===== src/rtl/md_unit.sv =====
// md_unit: iterative multiply/divide unit that owns the HI and LO registers.
// MULT/MULTU run a shift-add multiply on operand magnitudes, and DIV/DIVU run
// a restoring divide. Both produce one bit per cycle over 32 CALC cycles,
// followed by one FIXUP cycle that applies the sign correction and writes
// HI/LO. MTHI/MTLO write HI/LO directly while the unit is idle.
// isbusy tells the hazard unit to stall any HI/LO reader or writer in ID.
// Optional feature: define MD_EARLY_TERM_EN to let a multiply leave CALC as
// soon as the remaining multiplier bits are all zero. Divide latency is fixed.
module md_unit #(
    parameter logic [31:0] HILO_RST = 32'h0000_0000,
    parameter int          CNT_W    = 6
) (
    input  logic        clk,
    input  logic        rst,
    input  logic        md_start,
    input  logic [2:0]  md_op,
    input  logic [31:0] src_a,
    input  logic [31:0] src_b,
    input  logic        md_cancel,
    output logic        isbusy,
    output logic        md_done,
    output logic [31:0] hi_out,
    output logic [31:0] lo_out
);

    localparam logic [1:0] ST_IDLE  = 2'd0;
    localparam logic [1:0] ST_CALC  = 2'd1;
    localparam logic [1:0] ST_FIXUP = 2'd2;

    localparam logic [2:0] OP_MTHI = 3'b100;
    localparam logic [2:0] OP_MTLO = 3'b101;

    logic [1:0]       state;
    logic [CNT_W-1:0] cnt;
    logic             done_q;
    logic [31:0]      hi_q;
    logic [31:0]      lo_q;

    // acc: running product (mul) or partial remainder in [31:0] (div)
    // opa: shifted multiplicand (mul) or dividend/quotient in [31:0] (div)
    // opb: remaining multiplier bits (mul) or divisor magnitude (div)
    logic [63:0]      acc;
    logic [63:0]      opa;
    logic [31:0]      opb;
    logic [31:0]      raw_a;
    logic             sa;
    logic             sb;
    logic             is_div;
    logic             div_zero;

    logic             is_md_op;
    logic             op_signed;
    logic [31:0]      a_mag;
    logic [31:0]      b_mag;
    logic             accept;

    logic [63:0]      mul_acc_next;
    logic [32:0]      div_shift;
    logic [32:0]      div_diff;
    logic             div_fits;
    logic [31:0]      div_rem_next;
    logic [31:0]      div_quo_next;
    logic             mul_early;
    logic             calc_last;

    logic [63:0]      prod_fix;
    logic [31:0]      quo_fix;
    logic [31:0]      rem_fix;

    // Operand decode and magnitude extraction for the accept cycle
    always_comb begin
        is_md_op  = ~md_op[2];
        op_signed = ~md_op[0];
        a_mag     = (op_signed && src_a[31]) ? (32'd0 - src_a) : src_a;
        b_mag     = (op_signed && src_b[31]) ? (32'd0 - src_b) : src_b;
        accept    = (state == ST_IDLE) && md_start && is_md_op && !md_cancel;
    end

    // One iteration of shift-add multiply and restoring divide
    always_comb begin
        mul_acc_next = opb[0] ? (acc + opa) : acc;
        div_shift    = {acc[31:0], opa[31]};
        div_diff     = div_shift - {1'b0, opb};
        div_fits     = ~div_diff[32];
        div_rem_next = div_fits ? div_diff[31:0] : div_shift[31:0];
        div_quo_next = {opa[30:0], div_fits};
`ifdef MD_EARLY_TERM_EN
        mul_early    = !is_div && (opb[31:1] == 31'd0);
`else
        mul_early    = 1'b0;
`endif
        calc_last    = (cnt == CNT_W'(1)) || mul_early;
    end

    // Sign correction applied in the FIXUP cycle
    always_comb begin
        prod_fix = (sa ^ sb) ? (64'd0 - acc) : acc;
        quo_fix  = (sa ^ sb) ? (32'd0 - opa[31:0]) : opa[31:0];
        rem_fix  = sa ? (32'd0 - acc[31:0]) : acc[31:0];
    end

    // Control sequencing: IDLE -> CALC (cnt 32..1) -> FIXUP -> IDLE, cancel aborts
    always_ff @(posedge clk) begin
        if (rst) begin
            state  <= ST_IDLE;
            cnt    <= '0;
            done_q <= 1'b0;
        end else if (md_cancel) begin
            state  <= ST_IDLE;
            cnt    <= '0;
            done_q <= 1'b0;
        end else begin
            done_q <= 1'b0;
            case (state)
                ST_IDLE: begin
                    if (md_start && is_md_op) begin
                        state <= ST_CALC;
                        cnt   <= CNT_W'(32);
                    end
                end
                ST_CALC: begin
                    if (calc_last) begin
                        state <= ST_FIXUP;
                        cnt   <= '0;
                    end else begin
                        cnt   <= cnt - CNT_W'(1);
                    end
                end
                ST_FIXUP: begin
                    state  <= ST_IDLE;
                    done_q <= 1'b1;
                end
                default: begin
                    state <= ST_IDLE;
                    cnt   <= '0;
                end
            endcase
        end
    end

    // Datapath registers: latch magnitudes and signs on accept, iterate in CALC
    always_ff @(posedge clk) begin
        if (rst) begin
            acc      <= '0;
            opa      <= '0;
            opb      <= '0;
            raw_a    <= '0;
            sa       <= 1'b0;
            sb       <= 1'b0;
            is_div   <= 1'b0;
            div_zero <= 1'b0;
        end else if (accept) begin
            acc      <= '0;
            opa      <= {32'd0, a_mag};
            opb      <= b_mag;
            raw_a    <= src_a;
            sa       <= op_signed & src_a[31];
            sb       <= op_signed & src_b[31];
            is_div   <= md_op[1];
            div_zero <= md_op[1] && (src_b == 32'd0);
        end else if (state == ST_CALC && !md_cancel) begin
            if (is_div) begin
                acc <= {32'd0, div_rem_next};
                opa <= {32'd0, div_quo_next};
            end else begin
                acc <= mul_acc_next;
                opa <= {opa[62:0], 1'b0};
                opb <= {1'b0, opb[31:1]};
            end
        end
    end

    // HI/LO writes: zero-latency MTHI/MTLO in IDLE, mul/div results in FIXUP
    always_ff @(posedge clk) begin
        if (rst) begin
            hi_q <= HILO_RST;
            lo_q <= HILO_RST;
        end else if (!md_cancel) begin
            if (state == ST_IDLE && md_start) begin
                if (md_op == OP_MTHI) begin
                    hi_q <= src_a;
                end else if (md_op == OP_MTLO) begin
                    lo_q <= src_a;
                end
            end else if (state == ST_FIXUP) begin
                if (!is_div) begin
                    hi_q <= prod_fix[63:32];
                    lo_q <= prod_fix[31:0];
                end else if (div_zero) begin
                    hi_q <= raw_a;
                    lo_q <= 32'hFFFF_FFFF;
                end else begin
                    hi_q <= rem_fix;
                    lo_q <= quo_fix;
                end
            end
        end
    end

    // Output drive; isbusy already rises in the issue cycle of a mul/div
    always_comb begin
        isbusy  = (state != ST_IDLE) || (md_start && is_md_op);
        md_done = done_q;
        hi_out  = hi_q;
        lo_out  = lo_q;
    end

endmodule


===== config.mk =====
export PLATFORM = sky130hd
export DESIGN_NAME = md_unit
export DESIGN_NICKNAME = d
export VERILOG_FILES = /design/src/rtl/md_unit.sv
export SDC_FILE = /design/constraint.sdc
export NUM_CORES = 1
export LEC_CHECK = 0
export CAP_MARGIN = 20
export CORE_UTILIZATION = 45
export DETAILED_ROUTE_END_ITERATION = 10
export DONT_BUFFER_PORTS = 1
export SYNTH_ARGS = -nofsm -noshare
export SYNTH_HDL_FRONTEND = slang
export SYNTH_SLANG_ARGS = --single-unit

===== constraint.sdc =====
create_clock -name clk -period 4.9 [get_ports clk]
set_input_delay 0.98 -clock clk [delete_from_list [all_inputs] [get_ports clk]]
set_output_delay 0.98 -clock clk [all_outputs]
set_load 0.01 [all_outputs]

==> impl_metrics.tcl <==
set metrics [dict create \
    status "complete, no violations" \
    syn-num-nets 3051 \
    drt_iter0_markers 2069 \
    fp.dieW_um 219 \
    nets 2922 \
    portBuffers 0 \
    relSlewSlack_pct 26.8 \
    worst_pin_slew_ns 1.10 \
    synthAdderAreaFrac_pct 6.17 \
    fin_ws_ns 0.831 \
    cp.required_ns 5.32 \
    synth_edf_count 0 \
    timing.final.crit_share_pct 83.0 \
    die-area_sq_um 47900 \
    synth_seq_cells 269 \
    synth_mux_area_share_pct 2.47 \
    io_pins 137 \
    setup_viol_count_final 0 \
    period_minus_slack_ns 4.07 \
    cts_hold_buf 0 \
    synthSimpleGateAreaFrac_pct 21.9 \
    avgRoutedWirePerCell_um 21.7 \
    p_sw_share_pct 28.4 \
    cap_violations 0 \
    maxSlewViolCount 0 \
    p_clk_share_pct 47.4 \
    path_max_fanout 26 \
    crit_chain "inv_1 > ha_1 > fa_1 > nor2b_1 > o21ai_1 > a21boi_1 > o221a_2 > or2_1 > a311o_1 > a21oi_1 > o211ai_4 > and3b_1 > or3_1" \
    slowest_delay_ns 0.77 \
    grt_pass1_wl_mm 113 \
    switchingPower_mw 1.66 \
    synth_compound_area_share_pct 27.6 \
    synth_area_sq_um 21100 \
    gp_congestion 0.930 \
    crit_arrival_ns 4.49 \
    avgSynthCellArea_sq_um 7.35 \
    cts.reportedPaths.clkPinSlew_ns 0.06 \
    place_inst 3314 \
    worstSetupEndpointType "flip-flop" \
    grt_use_total_pct 30.2 \
    synth_top_area_cell "dfxtp_1" \
    synth.top_cells.by_count "nand2_1, nor2_1, dfxtp_1" \
    tns_ns 0 \
    p_comb_share_pct 13.0 \
    p_leak_nw 8.43 \
    firstDrtPassIters 5 \
    ir_drop_mv 0.240 \
    stdcell_count 3382 \
    syn_to_final_growth_pct 7.55 \
    synth_top_cell_area_share_pct 25.5 \
    coreArea_sq_um 46500 \
    cts_tree "built" \
    synth_area_leaders "dfxtp_1, nand2_1, xnor2_1, a21oi_1, nor2_1" \
    seq_power_share_pct 39.7 \
    dp_slack_ns 0.876 \
    vias 20800 \
    finClkSkew_ns 0.0275 \
    yosys.cell_count.top_type "nand2_1" \
    htreeDepth 2 \
    grt_pass1_vias 19500 \
    ys.flop_type "dfxtp_1" \
    drive_above_1_share_pct 5.87 \
    dp_hpwl_mm 53.7 \
    drt-total-wl_mm 73.5 \
    cts_buffer_depth 3 \
    p_per_area_nw_per_um2 256 \
    nFillCells 4586 \
    n_antenna_cell 0 \
    clock-root-buffer "clkbuf_16" \
    row_count 79 \
    antenna_found_initial 3 \
    clock_latency_ns 0.56 \
    cts_setup_buffers 0 \
    hold_path.class "flip-flop to flip-flop" \
    syn_inst 2877 \
    start_util_pct 45.5 \
    ys.warnings.count 0 \
    viasPerCell 6.16 \
    grt_max_degree 172 \
    numCtsBuffers 36 \
    clock_sinks 269 \
    yosysUniqueCellTypes 88 \
    cpMaxStageDelayCell "o211ai_4" \
    ys_seq_area_share_pct 25.5 \
    synthArstFlopShare_pct 0 \
    overflow 0 \
    synth_top_family_by_area "compound AO/OA/AOI/OAI gates" \
    internal_power_mw 4.18 \
    fmaxAchievable_mhz 246 \
    rsz0062_at_grt "no" \
    cts_resized 0 \
    hold_violations 0 \
    dieHeight_um 219 \
    final_core_util_pct 48.9 \
    critPathKind "flip-flop to flip-flop" \
    drc_errors 0 \
    synth_xor_area_share_pct 11.0 \
    worst_setup_path_start_kind "flip-flop" \
    final_antenna_net_count 0 \
]
path summary, 6_finish.rpt:
check | start | endpoint | slack, ns | depth (start not counted)
worst min-delay path | raw_a[22]$_SDFFE_PP0P_ | raw_a[22]$_SDFFE_PP0P_ | 0.46 | 2
worst max-delay path | opa[31]$_SDFFE_PP0P_ | acc[27]$_SDFFE_PP0P_ | 0.83 | 13
worst max register to register | opa[31]$_SDFFE_PP0P_ | acc[27]$_SDFFE_PP0P_ | 0.83 | 13
worst min register to register | raw_a[22]$_SDFFE_PP0P_ | raw_a[22]$_SDFFE_PP0P_ | 0.46 | 2
stage by stage:
stage / hold slack (ns) / power (mW) / area (sq um)
CTS: 0.453 / 5.85 / 22700
detailed placement: 0.444 / 3.10 / 21500
global placement: 0.438 / 3.09 / 21500
floorplan: 0.436 / 2.92 / 21100
finish: 0.456 / 5.83 / 22700
global route: 0.473 / 6.04 / 22700
power by group through the flow:
stage / Sequential, mW / Combinational, mW / Clock (mW)
floorplan: 2.33 / 0.597 / 0
finish: 2.31 / 0.757 / 2.76
CTS: 2.31 / 0.744 / 2.79
detailed placement: 2.36 / 0.740 / 0
global placement: 2.36 / 0.735 / 0
global route: 2.32 / 0.830 / 2.89
area by class of cell:
cell class              instances  area, sq um  area share (%)
well taps                     607          759            3.34
clock buffers                  45          986            4.34
flip-flops and latches        269         5390            23.7
inverters                      75          282            1.24
multi-input cells            2319        14700            64.6
clock inverters                20          225           0.990
repair buffers                 47          402            1.77
worst max-delay path: cells and delay by family, from the launching register on:
| kind | cells | cell delay, ns |
|---|---|---|
| compound gates | 6 | 1.81 |
| fa+ha+maj | 2 | 0.67 |
| buf+inv | 1 | 0.11 |
| simple gates | 4 | 0.91 |
| flops | 1 | 0.45 |
routing by layer:
layer / GRT usage (%) / share of wire (%) / vias to the layer above
met3: 4.40 / 5.4 / 173
li1: - / - / 10100
met1: 38.4 / 43 / 10000
met2: 50.0 / 47 / 593
met4: 13.9 / 4.5 / 6
met5: 0 / 0.056 / -
logic make-up (layout without fill, tap and decap cells):
logic type	Yosys count	after routing
and+or+nand+nor	1011	1011
AOI/OAI and AO/OA	888	888
DFF	269	269
adders and majority gates	103	103
buffers and inverters	289	187
muxes	52	52
xor gates and xnor gates	265	265
layout by cell type, fill, tap and decap left out, types with 8 or more instances in the layout:
master     netlist  layout
o22ai_1         34      34
o221ai_1        28      28
nand4_1         21      21
clkinv_2         0       8
a311oi_1       109     109
nor3b_1         37      36
ha_1           101     101
and3_1          11      11
o211ai_1        42      42
o21ai_1         11      11
nor2_1         339     336
o21bai_1        19      19
nor3_1          51      50
a211o_1          9       9
o21ai_0        168     168
inv_1           75      75
xor2_1         102     101
o41ai_1          9       9
mux2i_1         51      51
xnor2_1        163     162
nor2b_1         17      17
nand3_1         31      31
nand3b_1         8       8
or3_1           21      21
a31oi_1         20      20
a21oi_1        264     262
nand2_1        382     381
o21a_1          14      14
dfxtp_1        269     267
nand2b_1        26      26
nor4_1          14      14
o31ai_1         29      29
buf_4            0      43
clkbuf_16        0      37
a211oi_1        11      11
a21o_1          67      67
sequential cells by signal, summed over array words and instances (netlist names):
name	cells
acc	64
cnt	6
div_zero	1
hi_out	32
is_div	1
lo_out	32
md_done	1
opa	64
opb	32
raw_a	32
sa	1
sb	1
state	2
No activity file was read; power rests on OpenSTA's default activity.
